===== src/rtl/mips_pkg.sv =====
// Shared definitions for the iterative shifter: op encodings and FSM state type.
// Pure declarations, no logic.
// Imported by shift_unit_if users, shift_step and shift_unit.
package mips_pkg;

  // Operation encodings as seen on in_op
  typedef enum logic [1:0] {
    OP_SLL  = 2'b00,
    OP_SRL  = 2'b01,
    OP_SRA  = 2'b10,
    OP_ROTR = 2'b11
  } op_t;

  // Control FSM states
  typedef enum logic [1:0] {
    ST_IDLE  = 2'b00,
    ST_SHIFT = 2'b01,
    ST_DONE  = 2'b10
  } state_t;

  localparam int OP_W = 2;

endpackage


===== src/rtl/shift_unit_if.sv =====
// Request/response bundle between a requester (master) and shift_unit (slave).
// No logic; carries the valid/ready request channel, result channel and busy.
// Backpressure: in_ready gates requests, out_ready holds the result.
interface shift_unit_if #(
  parameter int WIDTH = 32
) ();
  localparam int SHW = $clog2(WIDTH);

  logic             in_valid;
  logic             in_ready;
  logic [WIDTH-1:0] in_data;
  logic [SHW-1:0]   in_shamt;
  logic [1:0]       in_op;
  logic             out_valid;
  logic             out_ready;
  logic [WIDTH-1:0] out_data;
  logic             busy;

  modport master (
    output in_valid, in_data, in_shamt, in_op, out_ready,
    input  in_ready, out_valid, out_data, busy
  );

  modport slave (
    input  in_valid, in_data, in_shamt, in_op, out_ready,
    output in_ready, out_valid, out_data, busy
  );

endinterface


===== src/rtl/shift_step.sv =====
// One combinational shift step of 0..STEP bits for SLL/SRL/SRA (and ROTR when
// SHIFT_UNIT_ROTATE_EN is defined; otherwise op 11 behaves as SRL).
// Latency 0, no backpressure (pure combinational).
module shift_step
  import mips_pkg::*;
#(
  parameter int WIDTH = 32,
  parameter int STEP  = 4,
  localparam int AW   = $clog2(STEP + 1)
) (
  input  logic [WIDTH-1:0] i_data,
  input  logic [AW-1:0]    i_amt,
  input  op_t              i_op,
  output logic [WIDTH-1:0] o_data
);

`ifdef SHIFT_UNIT_ROTATE_EN
  logic [2*WIDTH-1:0] w_dbl;

  // Rotate by shifting a doubled copy; the low half is the rotated word
  always_comb begin
    w_dbl = {i_data, i_data} >> i_amt;
  end
`endif

  // Select the shift flavour; the partially shifted word keeps the original MSB
  // for SRA, so arithmetic shift of the current word replicates it correctly
  always_comb begin
    o_data = i_data >> i_amt;
    case (i_op)
      OP_SLL:  o_data = i_data << i_amt;
      OP_SRA:  o_data = $signed(i_data) >>> i_amt;
`ifdef SHIFT_UNIT_ROTATE_EN
      OP_ROTR: o_data = w_dbl[WIDTH-1:0];
`endif
      default: o_data = i_data >> i_amt;
    endcase
  end

endmodule


===== src/rtl/shift_unit.sv =====
// Multi-cycle barrel-shift replacement: up to STEP bits per clock (SHIFT_UNIT_ROTATE_EN enables ROTR).
// Latency: max(1, ceil(shamt/STEP)) clocks from accept to out_valid.
// Backpressure: one request in flight; result held in DONE until out_ready.
module shift_unit
  import mips_pkg::*;
#(
  parameter int WIDTH = 32,
  parameter int STEP  = 4
) (
  input  logic       clk,
  input  logic       reset,
  shift_unit_if.slave bus
);

  localparam int SHW = $clog2(WIDTH);
  localparam int AW  = $clog2(STEP + 1);

  state_t           r_state;
  logic [WIDTH-1:0] r_data;
  logic [SHW-1:0]   r_rem;
  op_t              r_op;
  logic             r_in_ready;
  logic             r_out_valid;
  logic             r_busy;

  logic [WIDTH-1:0] w_src_data;
  logic [SHW-1:0]   w_src_rem;
  op_t              w_src_op;
  logic [AW-1:0]    w_amt;
  logic [SHW-1:0]   w_rem_next;
  logic [WIDTH-1:0] w_res;

  // The single shift_step is shared: in IDLE it works on the incoming request so
  // the accept edge already performs the first step, afterwards on the registers
  always_comb begin
    if (r_state == ST_IDLE) begin
      w_src_data = bus.in_data;
      w_src_rem  = bus.in_shamt;
      w_src_op   = op_t'(bus.in_op);
    end else begin
      w_src_data = r_data;
      w_src_rem  = r_rem;
      w_src_op   = r_op;
    end
  end

  // Step size is min(remaining, STEP); when STEP == WIDTH the remaining count
  // always wins, so the narrowing cast of w_amt below never loses bits
  always_comb begin
    if ({{(32-SHW){1'b0}}, w_src_rem} >= 32'(STEP)) begin
      w_amt = AW'(STEP);
    end else begin
      w_amt = AW'(w_src_rem);
    end
    w_rem_next = w_src_rem - SHW'(w_amt);
  end

  shift_step #(
    .WIDTH (WIDTH),
    .STEP  (STEP)
  ) u_step (
    .i_data (w_src_data),
    .i_amt  (w_amt),
    .i_op   (w_src_op),
    .o_data (w_res)
  );

  // Control FSM with registered handshake outputs; reset beats any handshake
  always_ff @(posedge clk) begin
    if (reset) begin
      r_state     <= ST_IDLE;
      r_data      <= '0;
      r_rem       <= '0;
      r_op        <= OP_SLL;
      r_in_ready  <= 1'b1;
      r_out_valid <= 1'b0;
      r_busy      <= 1'b0;
    end else begin
      case (r_state)
        ST_IDLE: begin
          if (bus.in_valid) begin
            r_data     <= w_res;
            r_rem      <= w_rem_next;
            r_op       <= op_t'(bus.in_op);
            r_in_ready <= 1'b0;
            r_busy     <= 1'b1;
            if (w_rem_next == '0) begin
              r_state     <= ST_DONE;
              r_out_valid <= 1'b1;
            end else begin
              r_state <= ST_SHIFT;
            end
          end
        end
        ST_SHIFT: begin
          r_data <= w_res;
          r_rem  <= w_rem_next;
          if (w_rem_next == '0) begin
            r_state     <= ST_DONE;
            r_out_valid <= 1'b1;
          end
        end
        ST_DONE: begin
          if (bus.out_ready) begin
            r_state     <= ST_IDLE;
            r_out_valid <= 1'b0;
            r_in_ready  <= 1'b1;
            r_busy      <= 1'b0;
          end
        end
        default: begin
          r_state     <= ST_IDLE;
          r_rem       <= '0;
          r_in_ready  <= 1'b1;
          r_out_valid <= 1'b0;
          r_busy      <= 1'b0;
        end
      endcase
    end
  end

  assign bus.in_ready  = r_in_ready;
  assign bus.out_valid = r_out_valid;
  assign bus.out_data  = r_data;
  assign bus.busy      = r_busy;

endmodule

===== src/flat_wrapper.sv =====
// flat-port wrapper written by rule: the top's interface ports become plain ports
module shift_unit_flat import mips_pkg::*;
#(
  parameter int WIDTH = 32,
  parameter int STEP  = 4
)
  (clk, reset, bus_in_valid, bus_in_data, bus_in_shamt, bus_in_op, bus_out_ready, bus_in_ready, bus_out_valid, bus_out_data, bus_busy);
  shift_unit_if #(.WIDTH(WIDTH)) bus_i ();
  input  logic clk;
  input  logic reset;
  input wire logic [$bits(bus_i.in_valid)-1:0] bus_in_valid;
  input wire logic [$bits(bus_i.in_data)-1:0] bus_in_data;
  input wire logic [$bits(bus_i.in_shamt)-1:0] bus_in_shamt;
  input wire logic [$bits(bus_i.in_op)-1:0] bus_in_op;
  input wire logic [$bits(bus_i.out_ready)-1:0] bus_out_ready;
  output wire logic [$bits(bus_i.in_ready)-1:0] bus_in_ready;
  output wire logic [$bits(bus_i.out_valid)-1:0] bus_out_valid;
  output wire logic [$bits(bus_i.out_data)-1:0] bus_out_data;
  output wire logic [$bits(bus_i.busy)-1:0] bus_busy;
  assign bus_i.in_valid = bus_in_valid;
  assign bus_i.in_data = bus_in_data;
  assign bus_i.in_shamt = bus_in_shamt;
  assign bus_i.in_op = bus_in_op;
  assign bus_i.out_ready = bus_out_ready;
  assign bus_in_ready = bus_i.in_ready;
  assign bus_out_valid = bus_i.out_valid;
  assign bus_out_data = bus_i.out_data;
  assign bus_busy = bus_i.busy;
  shift_unit #(.WIDTH(WIDTH), .STEP(STEP)) u_core (.clk(clk), .reset(reset), .bus(bus_i));
endmodule

===== config.mk =====
export PLATFORM = sky130hd
export DESIGN_NAME = shift_unit_flat
export DESIGN_NICKNAME = d
export VERILOG_FILES = /design/src/rtl/mips_pkg.sv /design/src/rtl/shift_unit_if.sv /design/src/rtl/shift_step.sv /design/src/rtl/shift_unit.sv /design/src/flat_wrapper.sv
export SDC_FILE = /design/constraint.sdc
export NUM_CORES = 1
export LEC_CHECK = 0
export CORE_UTILIZATION = 49
export DETAILED_ROUTE_END_ITERATION = 8
export PLACE_DENSITY = 0.78
export SLEW_MARGIN = 10
export SYNTH_ARGS = -nofsm -noshare
export SYNTH_HDL_FRONTEND = slang
export SYNTH_HIERARCHICAL = 1
export SYNTH_SLANG_ARGS = --single-unit

===== constraint.sdc =====
create_clock -name clk -period 2.95 [get_ports clk]
set_clock_uncertainty 0.1 [all_clocks]
set_input_delay 0.59 -clock clk [delete_from_list [all_inputs] [get_ports clk]]
set_output_delay 0.59 -clock clk [all_outputs]
set_load 0.05 [all_outputs]

## Yosys cells after proc, flatten, opt, wreduce, memory -nomap -nowiden

Index checks and enable logic that the tools add are counted.

| operators by class | value |
|---|---|
| multiply operators | 0 |
| $add $sub $neg | 1 |
| shift operators | 3 |
| multiplexer cells | 23 |
| magnitude comparators | 1 |
| reduce and logical (&&, ||, !) cells | 10 |
| bitwise operators | 2 |
| equality and inequality tests | 6 |
| div/mod/pow operators | 0 |

Operators with widths:

| operator | number |
|---|---|
| $pmux 32 s2 | 2 |
| $mux 32 | 2 |
| $shl 32x3->32 | 1 |
| $shr 32x3->32 | 1 |
| $sshr 32x3->32 | 1 |
| $pmux 5 s3 | 1 |
| $mux 2 | 5 |
| $mux 5 | 2 |
| $pmux 1 s3 | 3 |
| $reduce_and 2->1 | 4 |
| $mux 1 | 6 |
| $pmux 2 s3 | 1 |
| $reduce_and 3->1 | 2 |
| $ge 5x3->1 const B | 1 |
| $logic_not 5->1 | 1 |
| $sub 5x3->5 | 1 |
| $eq 2x2->1 const B | 2 |
| $logic_not 2->1 | 2 |
| $ne 2x2->1 const B | 2 |
| $mux 3 | 1 |
| $eq 2x1->1 const B | 1 |
| $ne 2x1->1 const B | 1 |
| $not 1->1 | 2 |
| $reduce_bool 2->1 | 1 |

| word-level totals | value |
|---|---|
| latch bits | 0 |
| bits in registers | 44 |
| bits of input ports | 43 |
| ROM bits | 0 |
| output and inout port bits | 35 |
| word-level logic and storage cells | 53 |
| RAM bits | 0 |
| memories kept | 0 |

## Longest topological paths before layout

| logic depth | value |
|---|---|
| word-level depth | 9 |
| depth in mapped cells | 13 |
| gate-level depth less buffers | 10 |

## Cells and area by module

The synthesis kept the hierarchy.

By module, submodules not included:

| module | cells an instance | area an instance (um2) | instances | sequential area each (um2) |
|---|---|---|---|---|
| shift_unit | 266 | 2,248.4 | 1 | 880.8 |
| shift_step | 284 | 2,088.3 | 1 | 0.0 |

## Least setup slack after synthesis

Ideal clock, no wire load.

| timing path | value |
|---|---|
| path kind | input to register |
| from | input bus_in_shamt[3] |
| to | register u_core.r_data[10], in the netlist u_core/bus.out_data[10] |
| slack | 0.078 ns |
| required time | 2.718 ns |
| path buffers | 2 |
| setup time | 0.132 ns |
| data arrival time | 2.640 ns |
| cell stages on the path | 10 |
| path through | or4_4 > o31ai_4 > and3_1 > buf_6 > buf_4 > mux2_2 > a2111oi_0 > a41oi_1 > nand2_1 > a21oi_1 |

| on the way | value |
|---|---|
| longest elaborated chain between the ends | 7 |
| elaborated cells between the ends (all ways) | 9 |
| classes of those cells | 1 x order compare; 3 x shift; 5 x mux |

RTL lines:

| element | line | text |
|---|---|---|
| from (decl) | flat_wrapper.sv:13 | `input wire logic [$bits(bus_i.in_shamt)-1:0] bus_in_shamt;` |
| $mux 5 (*) | shift_unit.sv:36 | `if (r_state == ST_IDLE) begin` |
| $ge 5x3->1 (*) | shift_unit.sv:50 | `if ({{(32-SHW){1'b0}}, w_src_rem} >= 32'(STEP)) begin` |
| $mux 3 (*) | shift_unit.sv:50 |  |
| net u_core.w_amt[0] | shift_unit.sv:29 | `logic [AW-1:0] w_amt;` |
| $shr 32x3->32 (tied with other cells) | - |  |
| $pmux 32 s2 (*) | shift_step.sv:30 | `case (i_op)` |
| net u_core.w_res[10] | shift_unit.sv:31 | `logic [WIDTH-1:0] w_res;` |
| $mux 32 | shift_unit.sv:81 | `if (bus.in_valid) begin` |
| $pmux 32 s2 (*) | shift_unit.sv:79 | `case (r_state)` |
| to (signal assigned) | shift_unit.sv:82 | `r_data <= w_res;` |
| to (signal assigned) | shift_unit.sv:96 | `r_data <= w_res;` |
| to (decl) | shift_unit.sv:19 | `logic [WIDTH-1:0] r_data;` |

The timed path passes the listed nets; every way through them passes the cells marked *. The select of a mux whose other input is x is not followed.
A chain may end at the register's enable or synchronous reset.

## Worst setup path after layout

| timing path | value |
|---|---|
| from | input bus_in_shamt[4] |
| to | register u_core.r_data[14], in the netlist u_core/bus.out_data[14] |

Same word-level chain as after synthesis.

==> results.toml <==
[run_status]
status = "finished with violations"
violations = "setup timing"

[power]
power_density_nw_per_um2 = 881
max-vdd-ir-drop_mv = 0.500
p_leak_uw = 0.00239
power_uw = 5850

[routing]
via_per_inst = 6.64
routed_wl_mm = 17.0
drc = 0
via_count = 5318
routedWlPerCell_um = 21.2
drtAntennaViolNets = 0
first_pass_iters = 5
dr.first_iter.drc_count = 351

[yosys]
yosysUniqueCellTypes = 65
yosysTopAreaCell = "dfxtp_1"
ys_ff_latch = 44
yosysSeqAreaShare_pct = 20.3
syn_inst = 550
syn_nets = 594
synth_area_per_cell_sq_um = 7.88
synth.area.top_cells = "dfxtp_1, mux2_2, mux2i_1"
async_flop_share_pct = 0
synth_top_area_share_pct = 20.3
synth-edff-count = 0
synth_flop_cell = "dfxtp_1"
synth_area_sq_um = 4340
ys_warn_count = 6

[global_route]
grt_pass1_wl_mm = 24.1
grt_pass1_vias = 4807
grt_busiest_layer = "met2"
gr-usage-met3_pct = 4.27
met2_usage_pct = 56.6
use_met1_pct = 43.7
antenna_found_initial = 0
grt_use_total_pct = 34.0
grt-ovfl-total = 0
grt_max_degree = 47

[placed_design]
dp_hpwl_mm = 10.9
place_congestion = 0.903
io_buffers = 77
dp_worst_setup_slack_ps = -619
placedCellCount = 786
place_area_sq_um = 5780

[critical_path]
cp_slowest_stage_delay_ps = 470
r2r-start = "u_core/r_state[1]$_SDFFE_PP0P_"
cp.required_ps = 3040
ff2ff_setup_slack_ps = 10
critPathSlowestCell = "clkdlybuf4s50_1"
rr_worst_depth = 11
worstPathArrival_ps = 3080
crit_path_end = "u_core/bus.out_data[14]$_SDFFE_PP0P_"
critical_path.cell_chain = "clkdlybuf4s50_1 > mux2i_1 > and3_4 > buf_12 > clkbuf_16 > mux2i_2 > o22ai_2 > a2111oi_2 > a31oi_1 > nand2_1 > a21oi_1"
crit_start = "bus_in_shamt[4]"
cp-end-kind = "flop"
critPathKind = "in -> reg"
crit_path_max_fanout = 7
cp-start-kind = "primary input"
rr_endpoint = "u_core/bus.out_data[14]$_SDFFE_PP0P_"

[min_path]
min_path_type = "reg -> reg"

[sta]
period_minus_slack_ps = 3000
fmax_ghz = 0.334
max_slew_margin_pct = 52.0
worst_slack_ps = -48.5
period_share_pct = 102
worstMarginPinSlew_ps = 715
drv_slew = 0
setup_viol = 3
hold_viol = 0
setup_tns_ps = -68.4

[die]
initial_utilization_pct = 51.7
die-area_sq_um = 9230
core-area_sq_um = 8380
ios = 78
fp.dieW_um = 96.1
rows = 33
die_h_um = 96.1

[cts]
ctsRootBufferMaster = "clkbuf_8"
cts_sinks = 44
clk_latency_ps = 300
clk_pin_slew_ps = 90
cts_made_buffers = 5
h-tree-depth = 2
cts_tree = "yes"
ctsHoldBuffers = 0
cts_max_path_buffers = 2

[finish]
nets = 740
areaGrowthSynthToFinish_pct = 53.2
drive_above_1_share_pct = 36.2
final_design_area_no_fill_sq_um = 6640
multi_input_area_sq_um = 3760
fillers = 587
diodes = 0
finalNonFillerCells = 801
register_area_sq_um = 881

[run]
maxCapViolCount = 0
## area by class of cell
cell class                 instances  area share (%)
clock buffer                       6            1.09
clock inverter                     1          0.0753
inverter                           6           0.339
multi-input combinational        452            56.7
sequential                        44            13.3
tap                              105            1.98
timing repair buffer             187            26.6
## sequential cells by signal (all words and copies together), names as in the netlist
signal                flops
u_core/bus.out_valid      1
u_core/r_rem              5
u_core/r_state            2
u_core/bus.out_data      32
u_core/bus.busy           1
u_core/r_op               2
u_core/bus.in_ready       1
## Yosys cell counts (all sizes together), types with 7 or more instances
library cell / count
a2111oi: 11
a21oi: 50
a31oi: 16
buf: 30
clkbuf: 18
dfxtp: 44
mux2: 48
mux2i: 52
nand2: 93
nand2b: 8
nor2: 27
nor2b: 7
o21ai: 15
o22a: 15
o22ai: 18
## metrics by stage
stage	hold slack [ps]	utilization, %
2_1_floorplan	334	-
3_3_place_gp	341	69.0
3_5_place_dp	357	69.0
4_1_cts	369	73.9
5_1_grt	386	79.3
6_report	372	79.3
## critical path, delay by kind of cell
family	cells	cell delay (ps)
AO/OA/AOI/OAI	4	650
AND/OR/NAND/NOR	2	420
multiplexers	2	620
buffers and inverters	3	790
## where the power goes
part	total, uW	internal (uW)	switching (uW)
clock network	382	162	220
registers	906	762	144
logic	4570	2010	2550
## worst min-delay path by stage
stage               slack, ps  cells past startpoint                                  from                                   end
floorplan                 330                      2           u_core/r_op[0]$_SDFFE_PP0P_           u_core/r_op[0]$_SDFFE_PP0P_
global placement          340                      2           u_core/r_op[0]$_SDFFE_PP0P_           u_core/r_op[0]$_SDFFE_PP0P_
detailed placement        360                      2           u_core/r_op[1]$_SDFFE_PP0P_           u_core/r_op[1]$_SDFFE_PP0P_
finish                    370                      2  u_core/bus.out_data[21]$_SDFFE_PP0P_  u_core/bus.out_data[21]$_SDFFE_PP0P_
global route              390                      1          u_core/r_rem[0]$_SDFFE_PP0P_          u_core/r_rem[0]$_SDFFE_PP0P_
CTS                       370                      2           u_core/r_op[1]$_SDFFE_PP0P_           u_core/r_op[1]$_SDFFE_PP0P_
## kinds of logic (layout without fill, tap and decap cells)
logic type	Yosys count	count (layout)	synth area share, %
other	1	1	0.0865
DFF	44	44	20.3
and+or+nand+nor	169	169	17.9
muxes	104	104	26.6
adders and majority gates	1	1	0.288
buffers and inverters	54	200	6.55
AOI/OAI and AO/OA	177	177	28.2
## placed cells by master, fill, tap and decap left out, types with 6 or more instances in the layout
cell / count
mux2i_1: 19
mux2_2: 44
mux2i_4: 18
a21oi_1: 47
dfxtp_1: 44
o22ai_2: 9
mux2i_2: 15
inv_1: 6
o22a_1: 15
nor2_1: 21
nor2b_1: 7
clkdlybuf4s50_1: 75
o22ai_1: 9
nand2b_1: 7
buf_4: 98
o21ai_0: 10
nand2_1: 90
a31oi_1: 16
## what timing repair did
item                                    in CTS  in global routing
resized for setup                           38                 90
endpoints found under the hold margin        0                  0
cloned                                       4                  1
pin swaps                                    5                 18
setup buffers                                5                  0
endpoints found under the setup margin      32                 31
## metal layers
layer / part of all wire (%) / routed length, um / up-vias
met4: 3.8 / 653 / 0
met1: 40 / 6830 / 2542
li1: - / - / 2373
met3: 8.2 / 1400 / 69
met5: 0 / 0 / -
met2: 48 / 8080 / 334
(Power assumes the default switching activity.)
